**src/rtl/ren_conv_pkg.sv**
```systemverilog
// ren_conv_pkg: shared FSM encoding, register map and bit positions for the convolver scheduler
package ren_conv_pkg;
  typedef enum logic [1:0] {IDLE, WR, RD, GAP} state_t;
  localparam logic [31:0] CTRL_OFS = 32'h0000_0000;
  localparam logic [31:0] STATUS_OFS = 32'h0000_0004;
  localparam logic [7:0] BASE_HI = 8'h30;
  localparam int DONE_BIT = 0;
  localparam int START_BIT = 0;
  function automatic logic [31:0] inst_adr(input logic [7:0] idx, input logic [31:0] ofs);
    return {BASE_HI + idx, 24'h0} | ofs;
  endfunction
endpackage

```
**src/rtl/ren_conv_sched_if.sv**
```systemverilog
// ren_conv_sched_if: Wishbone master bus between the scheduler and the convolver fabric
interface ren_conv_sched_if;
  logic wbm_cyc_o, wbm_stb_o, wbm_we_o, wbm_ack_i;
  logic [3:0] wbm_sel_o;
  logic [31:0] wbm_adr_o, wbm_dat_o, wbm_dat_i;
  modport master (output wbm_cyc_o, wbm_stb_o, wbm_we_o, wbm_sel_o, wbm_adr_o, wbm_dat_o, input wbm_dat_i, wbm_ack_i);
  modport slave (input wbm_cyc_o, wbm_stb_o, wbm_we_o, wbm_sel_o, wbm_adr_o, wbm_dat_o, output wbm_dat_i, wbm_ack_i);
endinterface

```
**src/rtl/ren_job_fifo.sv**
```systemverilog
// ren_job_fifo: synchronous job FIFO with full/empty/count and first-word-fall-through head
module ren_job_fifo #(
  parameter int WIDTH = 32,
  parameter int DEPTH = 8
) (
  input logic wb_clk_i,
  input logic wb_rst_i,
  input logic push,
  input logic pop,
  input logic [WIDTH-1:0] din,
  output logic [WIDTH-1:0] dout,
  output logic full,
  output logic empty,
  output logic [$clog2(DEPTH):0] count
);
  localparam int AW = $clog2(DEPTH);
  logic [WIDTH-1:0] mem [DEPTH];
  logic [AW-1:0] wr_ptr, rd_ptr;
  logic do_push, do_pop;
  assign full = count == (AW+1)'(DEPTH);
  assign empty = count == '0;
  assign do_push = push && !full;
  assign do_pop = pop && !empty;
  assign dout = mem[rd_ptr];
  always_ff @(posedge wb_clk_i) begin
    if (do_push) mem[wr_ptr] <= din;
    if (!wb_rst_i) begin
      wr_ptr <= '0;
      rd_ptr <= '0;
      count <= '0;
    end else begin
      wr_ptr <= wr_ptr + AW'(do_push);
      rd_ptr <= rd_ptr + AW'(do_pop);
      count <= count + (AW+1)'(do_push) - (AW+1)'(do_pop);
    end
  end
endmodule

```
**src/rtl/ren_conv_sched.sv**
```systemverilog
// ren_conv_sched: queues convolver jobs, dispatches them over Wishbone and polls instances for completion
module ren_conv_sched
  import ren_conv_pkg::*;
#(
  parameter int NO_OF_INSTS = 4,
  parameter int JOB_DEPTH = 8,
  parameter int POLL_GAP = 4,
  parameter int ACK_TMO = 16
) (
  input logic wb_clk_i,
  input logic wb_rst_i,
  input logic job_valid_i,
  output logic job_ready_o,
  input logic [31:0] job_cfg_i,
  ren_conv_sched_if.master wbm,
  output logic [NO_OF_INSTS-1:0] busy_o,
  output logic [15:0] done_cnt_o,
  output logic err_o
);
  localparam int IW = NO_OF_INSTS > 1 ? $clog2(NO_OF_INSTS) : 1;
  localparam int PW = $clog2(POLL_GAP + 1);
  localparam int AW = $clog2(ACK_TMO + 1);
  localparam int FCW = $clog2(JOB_DEPTH) + 1;
  state_t state, next;
  logic [IW-1:0] rr_ptr, poll_ptr, tgt, tgt_d, free_idx, poll_idx, fi, pi;
  logic free_hit, poll_hit, in_xfer, tmo, pop, empty, full;
  logic [PW-1:0] poll_tmr;
  logic [AW-1:0] ack_cnt;
  logic [31:0] head, adr_d, dat_d;
  logic [FCW-1:0] fifo_cnt;
  logic cyc_d, we_d, unused_ok;
  logic [3:0] sel_d;
  assign job_ready_o = !full;
  assign in_xfer = state == WR || state == RD;
  assign tmo = in_xfer && !wbm.wbm_ack_i && ack_cnt == AW'(ACK_TMO - 1);
  assign pop = state == WR && (wbm.wbm_ack_i || tmo);
  assign unused_ok = ^{fifo_cnt, wbm.wbm_dat_i};
  ren_job_fifo #(.WIDTH(32), .DEPTH(JOB_DEPTH)) u_fifo (
    .wb_clk_i(wb_clk_i),
    .wb_rst_i(wb_rst_i),
    .push(job_valid_i),
    .pop(pop),
    .din(job_cfg_i),
    .dout(head),
    .full(full),
    .empty(empty),
    .count(fifo_cnt)
  );
  always_comb begin
    free_hit = 1'b0;
    free_idx = '0;
    poll_hit = 1'b0;
    poll_idx = '0;
    fi = '0;
    pi = '0;
    for (int k = 0; k < NO_OF_INSTS; k++) begin
      fi = IW'((int'(rr_ptr) + k) % NO_OF_INSTS);
      pi = IW'((int'(poll_ptr) + k + 1) % NO_OF_INSTS);
      if (!free_hit && !busy_o[fi]) begin
        free_hit = 1'b1;
        free_idx = fi;
      end
      if (!poll_hit && busy_o[pi]) begin
        poll_hit = 1'b1;
        poll_idx = pi;
      end
    end
  end
  always_comb begin
    next = state;
    if (state == IDLE) next = (!empty && free_hit) ? WR : (poll_hit && poll_tmr == '0) ? RD : IDLE;
    else if (state == GAP) next = IDLE;
    else next = wbm.wbm_ack_i ? (state == RD ? GAP : IDLE) : tmo ? IDLE : state;
  end
  always_comb begin
    tgt_d = state == IDLE ? (next == WR ? free_idx : poll_idx) : tgt;
    cyc_d = next == WR || next == RD;
    we_d = next == WR;
    sel_d = cyc_d ? 4'hF : 4'h0;
    adr_d = cyc_d ? inst_adr(8'(tgt_d), we_d ? CTRL_OFS : STATUS_OFS) : '0;
    dat_d = we_d ? head | (32'h1 << START_BIT) : '0;
  end
  always_ff @(posedge wb_clk_i) begin
    if (!wb_rst_i) begin
      state <= IDLE;
      tgt <= '0;
      rr_ptr <= '0;
      poll_ptr <= '0;
      poll_tmr <= '0;
      ack_cnt <= '0;
      busy_o <= '0;
      done_cnt_o <= '0;
      err_o <= 1'b0;
      wbm.wbm_cyc_o <= 1'b0;
      wbm.wbm_stb_o <= 1'b0;
      wbm.wbm_we_o <= 1'b0;
      wbm.wbm_sel_o <= '0;
      wbm.wbm_adr_o <= '0;
      wbm.wbm_dat_o <= '0;
    end else begin
      state <= next;
      tgt <= tgt_d;
      poll_tmr <= state == GAP ? PW'(POLL_GAP) : poll_tmr - PW'(poll_tmr != '0);
      ack_cnt <= (in_xfer && next == state) ? ack_cnt + AW'(1) : '0;
      if (state == WR && wbm.wbm_ack_i) begin
        busy_o[tgt] <= 1'b1;
        rr_ptr <= tgt == IW'(NO_OF_INSTS - 1) ? '0 : tgt + IW'(1);
      end
      if (state == RD && wbm.wbm_ack_i) begin
        poll_ptr <= tgt;
        if (wbm.wbm_dat_i[DONE_BIT]) begin
          busy_o[tgt] <= 1'b0;
          done_cnt_o <= done_cnt_o + 16'(done_cnt_o != 16'hFFFF);
        end
      end
      if (tmo) err_o <= 1'b1;
      wbm.wbm_cyc_o <= cyc_d;
      wbm.wbm_stb_o <= cyc_d;
      wbm.wbm_we_o <= we_d;
      wbm.wbm_sel_o <= sel_d;
      wbm.wbm_adr_o <= adr_d;
      wbm.wbm_dat_o <= dat_d;
    end
  end
endmodule

```
**src/flat_wrapper.sv**
```systemverilog
// flat-port wrapper written by rule: the top's interface ports become plain ports
module ren_conv_sched_flat import ren_conv_pkg::*;
#(
  parameter int NO_OF_INSTS = 4,
  parameter int JOB_DEPTH = 8,
  parameter int POLL_GAP = 4,
  parameter int ACK_TMO = 16
)
  (wb_clk_i, wb_rst_i, job_valid_i, job_ready_o, job_cfg_i, busy_o, done_cnt_o, err_o, wbm_wbm_cyc_o, wbm_wbm_stb_o, wbm_wbm_we_o, wbm_wbm_sel_o, wbm_wbm_adr_o, wbm_wbm_dat_o, wbm_wbm_dat_i, wbm_wbm_ack_i);
  ren_conv_sched_if wbm_i ();
  input logic wb_clk_i;
  input logic wb_rst_i;
  input logic job_valid_i;
  output logic job_ready_o;
  input logic [31:0] job_cfg_i;
  output logic [NO_OF_INSTS-1:0] busy_o;
  output logic [15:0] done_cnt_o;
  output logic err_o;
  output wire logic [$bits(wbm_i.wbm_cyc_o)-1:0] wbm_wbm_cyc_o;
  output wire logic [$bits(wbm_i.wbm_stb_o)-1:0] wbm_wbm_stb_o;
  output wire logic [$bits(wbm_i.wbm_we_o)-1:0] wbm_wbm_we_o;
  output wire logic [$bits(wbm_i.wbm_sel_o)-1:0] wbm_wbm_sel_o;
  output wire logic [$bits(wbm_i.wbm_adr_o)-1:0] wbm_wbm_adr_o;
  output wire logic [$bits(wbm_i.wbm_dat_o)-1:0] wbm_wbm_dat_o;
  input wire logic [$bits(wbm_i.wbm_dat_i)-1:0] wbm_wbm_dat_i;
  input wire logic [$bits(wbm_i.wbm_ack_i)-1:0] wbm_wbm_ack_i;
  assign wbm_wbm_cyc_o = wbm_i.wbm_cyc_o;
  assign wbm_wbm_stb_o = wbm_i.wbm_stb_o;
  assign wbm_wbm_we_o = wbm_i.wbm_we_o;
  assign wbm_wbm_sel_o = wbm_i.wbm_sel_o;
  assign wbm_wbm_adr_o = wbm_i.wbm_adr_o;
  assign wbm_wbm_dat_o = wbm_i.wbm_dat_o;
  assign wbm_i.wbm_dat_i = wbm_wbm_dat_i;
  assign wbm_i.wbm_ack_i = wbm_wbm_ack_i;
  ren_conv_sched #(.NO_OF_INSTS(NO_OF_INSTS), .JOB_DEPTH(JOB_DEPTH), .POLL_GAP(POLL_GAP), .ACK_TMO(ACK_TMO)) u_core (.wb_clk_i(wb_clk_i), .wb_rst_i(wb_rst_i), .job_valid_i(job_valid_i), .job_ready_o(job_ready_o), .job_cfg_i(job_cfg_i), .wbm(wbm_i), .busy_o(busy_o), .done_cnt_o(done_cnt_o), .err_o(err_o));
endmodule
```
**config.mk**
```make
export PLATFORM = sky130hd
export DESIGN_NAME = ren_conv_sched_flat
export DESIGN_NICKNAME = d
export VERILOG_FILES = /design/src/rtl/ren_conv_pkg.sv /design/src/rtl/ren_conv_sched_if.sv /design/src/rtl/ren_job_fifo.sv /design/src/rtl/ren_conv_sched.sv /design/src/flat_wrapper.sv
export SDC_FILE = /design/constraint.sdc
export NUM_CORES = 1
export LEC_CHECK = 0
export CAP_MARGIN = 20
export CORE_MARGIN = 1
export CORE_UTILIZATION = 31
export DETAILED_ROUTE_END_ITERATION = 10
export HOLD_SLACK_MARGIN = 0.12
export PLACE_DENSITY_LB_ADDON = 0.3
export SLEW_MARGIN = 20
export SYNTH_ARGS = -nofsm -noshare
export SYNTH_HDL_FRONTEND = slang
export SYNTH_SLANG_ARGS = --single-unit
```
**constraint.sdc**
```tcl
create_clock -name wb_clk_i -period 5.6 [get_ports wb_clk_i]
set_clock_uncertainty 0.05 [all_clocks]
set_input_delay 1.4 -clock wb_clk_i [delete_from_list [all_inputs] [get_ports wb_clk_i]]
set_output_delay 1.4 -clock wb_clk_i [all_outputs]
set_load 0.05 [all_outputs]
```
==> impl_results.md <==
- Critical Path Start Type: flop
- CP Data Arrival Time: between 2 and 2.5 ns
- Area leader, netlist: edfxtp_1
- Mux contribution to synthesized area: 0.1308
- Reg-to-reg slack, setup: ~2.7 ns
- Worst-Margin Slew: 1.028 ns
- Filler cell count: 3807
- Ratio of cells with drive above 1 in the final layout: 0.1616
- Maximum vdd ir drop: roughly 0.16 mV
- Pins Over Slew Limit: 0
- DRT antenna net count: 0
- Tmin final: roughly 3.5 ns
- Maximum achievable frequency: ~290 MHz
- Worst-case clock buffer depth: 3
- Worst min path class: reg2reg
- GRT overflow: 0
- Worst Path Required: slightly above 4 ns
- Largest family of logic cells by synthesized area: multiplexers
- PostCTS Resize Cnt: 0
- GP Congestion: roughly 0.72
- Post-Route WL: 26.31 mm
- Core area: just over 40000 sq um
- Synthesized area: 13050 sq um
- Area Overhead vs Synth: 20.97%
- Die height: about 210 um
- Largest net degree at the start of global routing: 64
- # rows: 74
- Drt initial violations: between 200 and 300
- Post-synthesis xor/xnor area fraction: 0.01477
- Setup CP Type: reg2out
- Final setup violation count: 0
- Starting Density: 0.3166
- Register area share after synthesis: 0.6998
- # hold bufs at CTS: 0
- Status: finished, final reports clean
- Number of levels in the clock H-tree: 2
- Post-CTS Setup Inserts: 0
- First-pass GRT wire length: 40.80 mm
- Die area: 42900 sq um
- Ys Warns: 0
- Avg Cell Area, Syn: between 15 and 20 sq um
- Crit path capture type: output pin
- Skew-Pair Late Insertion Delay: 0.52 ns
- # port buffers: around 100
- Mapped Cells: approximately 780
- Largest cells by area after synthesis: edfxtp_1 (57%), dfxtp_1 (13%), mux4_2 (11%)
- Tot GR Track Use: 0.1245
- Compound-gate portion of the synthesized area: 0.02321
- Clock root cell: clkbuf_16
- CTS tree: yes
- Post-synthesis simple-gate area fraction: 0.06733
- Num ports: between 150 and 200
- Mean routed wirelength per cell: approximately 18 um
- DRC violations left: 0
- Routed via count: about 6700
- Static leakage: slightly above 5 nW
- Post-Synth Adder-Cell Area: 0.02551
- Rel. slew slack: 0.3144
- TritonCTS Sinks: around 330
- Synth top area share: 0.5709
- CP max FO: 3
- Pre-Repair DR Iteration Count: 6
- Synth Register Bits: 332
- DR vias/cell: 4.596
- Total power: between 6 and 7 mW
- CTS Buf Count: 38
- Number of synthesized flops with an enable pin: around 250
- Nets: 991
- DIE WIDTH: ~210 um
- RSZ-0062 raised after global routing: no
- Final hold violation count: 0
- Vias in the first global route: just under 7000
- Final cycle utilization of the critical path: 0.6210
- Final HPWL DP: 15.26 mm
- Initial antenna violation count: 1
- Post-synth ARST share: 0
- Pwr/cell area: roughly 440 nW/um^2
- Reg clk slew, reported paths: around 0.05 ns
- Synth Flop Type: edfxtp_1
- Synth unique cells: between 50 and 60
- Max-cap violations: 0
- Setup TNS: 0 ns
-- cell usage after synthesis, types with 3 or more instances --
master / n
a21boi_0: 5
a21oi_1: 9
a31oi_1: 4
and2_1: 24
and3_1: 3
buf_1: 3
buf_2: 9
buf_4: 35
clkbuf_1: 18
dfxtp_1: 84
edfxtp_1: 248
ha_1: 25
inv_1: 25
mux2i_1: 31
mux4_2: 62
nand2_1: 34
nand2b_1: 7
nand3_1: 16
nand4_1: 5
nor2_1: 52
nor2b_1: 4
nor3_1: 11
nor3b_1: 4
o21ai_0: 7
o221ai_1: 3
xnor2_1: 15
xor2_1: 7
-- registers in the layout, summed over array words and instances, names as in the netlist, 3 cells and up --
name,count
u_core.u_fifo.rd_ptr,3
u_core.wbm.wbm_adr_o,4
u_core.ack_cnt,5
u_core.u_fifo.mem,248
u_core.done_cnt_o,16
u_core.poll_tmr,3
u_core.busy_o,4
u_core.u_fifo.count,4
u_core.u_fifo.wr_ptr,3
u_core.wbm.wbm_dat_o,32
-- layer usage --
layer	wire, um	GRT usage	vias to the layer above
met2	12680	0.2038	143
met1	12110	0.1666	3385
met3	1027	0.02592	36
met5	0	0	-
li1	-	-	3123
met4	491	0.03680	0
-- worst max-delay path, cell delays in order, from the launching register on --
cell and delay [ns]:
dfxtp_1 0.30, inv_1 0.06, ha_1 0.19, nand2_1 0.11, clkdlybuf4s50_1 0.86
-- path summary, 6_finish.rpt --
| check | end | cells after the start | start |
|---|---|---|---|
| worst max-delay path | job_ready_o | 4 | u_core.u_fifo.count[2]$_SDFF_PN0_ |
| worst max register to register | u_core.wbm.wbm_dat_o[1]$_SDFF_PN0_ | 9 | u_core.state[0]$_SDFF_PN0_ |
| worst min register to register | u_core.ack_cnt[0]$_SDFF_PN0_ | 1 | u_core.ack_cnt[0]$_SDFF_PN0_ |
| worst min-delay path | u_core.ack_cnt[0]$_SDFF_PN0_ | 1 | u_core.ack_cnt[0]$_SDFF_PN0_ |
-- power by group --
group          switching (mW)  internal [mW]
Sequential              0.146           2.89
Clock                   0.933           1.40
Combinational           0.934          0.582
Total                    2.01           4.88
-- cell type report --
type / count / area [sq um] / area share
Sequential cell: 332 / 9138 / 0.5791
Multi-Input combinational cell: 384 / 3572 / 0.2264
Timing Repair Buffer: 116 / 1136 / 0.07200
Clock buffer: 47 / 1005 / 0.06367
Tap cell: 532 / 665.6 / 0.04218
Clock inverter: 18 / 167.7 / 0.01062
Inverter: 25 / 93.84 / 0.005947
Antenna cell: 1 / 2.502 / 0.0001586
-- per-stage QoR --
step | worst slack [ns] | instances | area (sq um) | hold slack [ns] | util
4_1_cts | 2.056 | 1454 | 15780 | 0.4161 | 0.3829
5_1_grt | 2.002 | 1455 | 15780 | 0.4514 | 0.3830
2_1_floorplan | 1.160 | 808 | 13140 | 0.3824 | -
6_report | 2.122 | 1455 | 15780 | 0.4086 | 0.3830
3_3_place_gp | 1.548 | 1389 | 14610 | 0.4050 | 0.3545
3_5_place_dp | 1.572 | 1389 | 14610 | 0.4086 | 0.3545
-- cell usage in the layout, fill, tap and decap left out, drive strengths merged, types with 9 or more instances in the layout --
cell	instances
conb	27
ha	25
mux4	62
nor2	52
nand3	16
nor3	11
buf	15
mux2i	31
clkdlybuf4s50	101
clkbuf	47
a21oi	9
dfxtp	84
edfxtp	248
clkinv	14
inv	25
and2	25
nand2	34
xnor2	15
-- cell families (layout without fill, tap and decap cells) --
kind of cell,count (synthesis),count (layout)
DFF,332,332
and+or+nand+nor,173,173
muxes,93,93
buffers and inverters,92,206
AOI/OAI and AO/OA,43,43
adders and majority gates,26,26
xor gates and xnor gates,22,22
other,1,28
(Power assumes the default switching activity.)
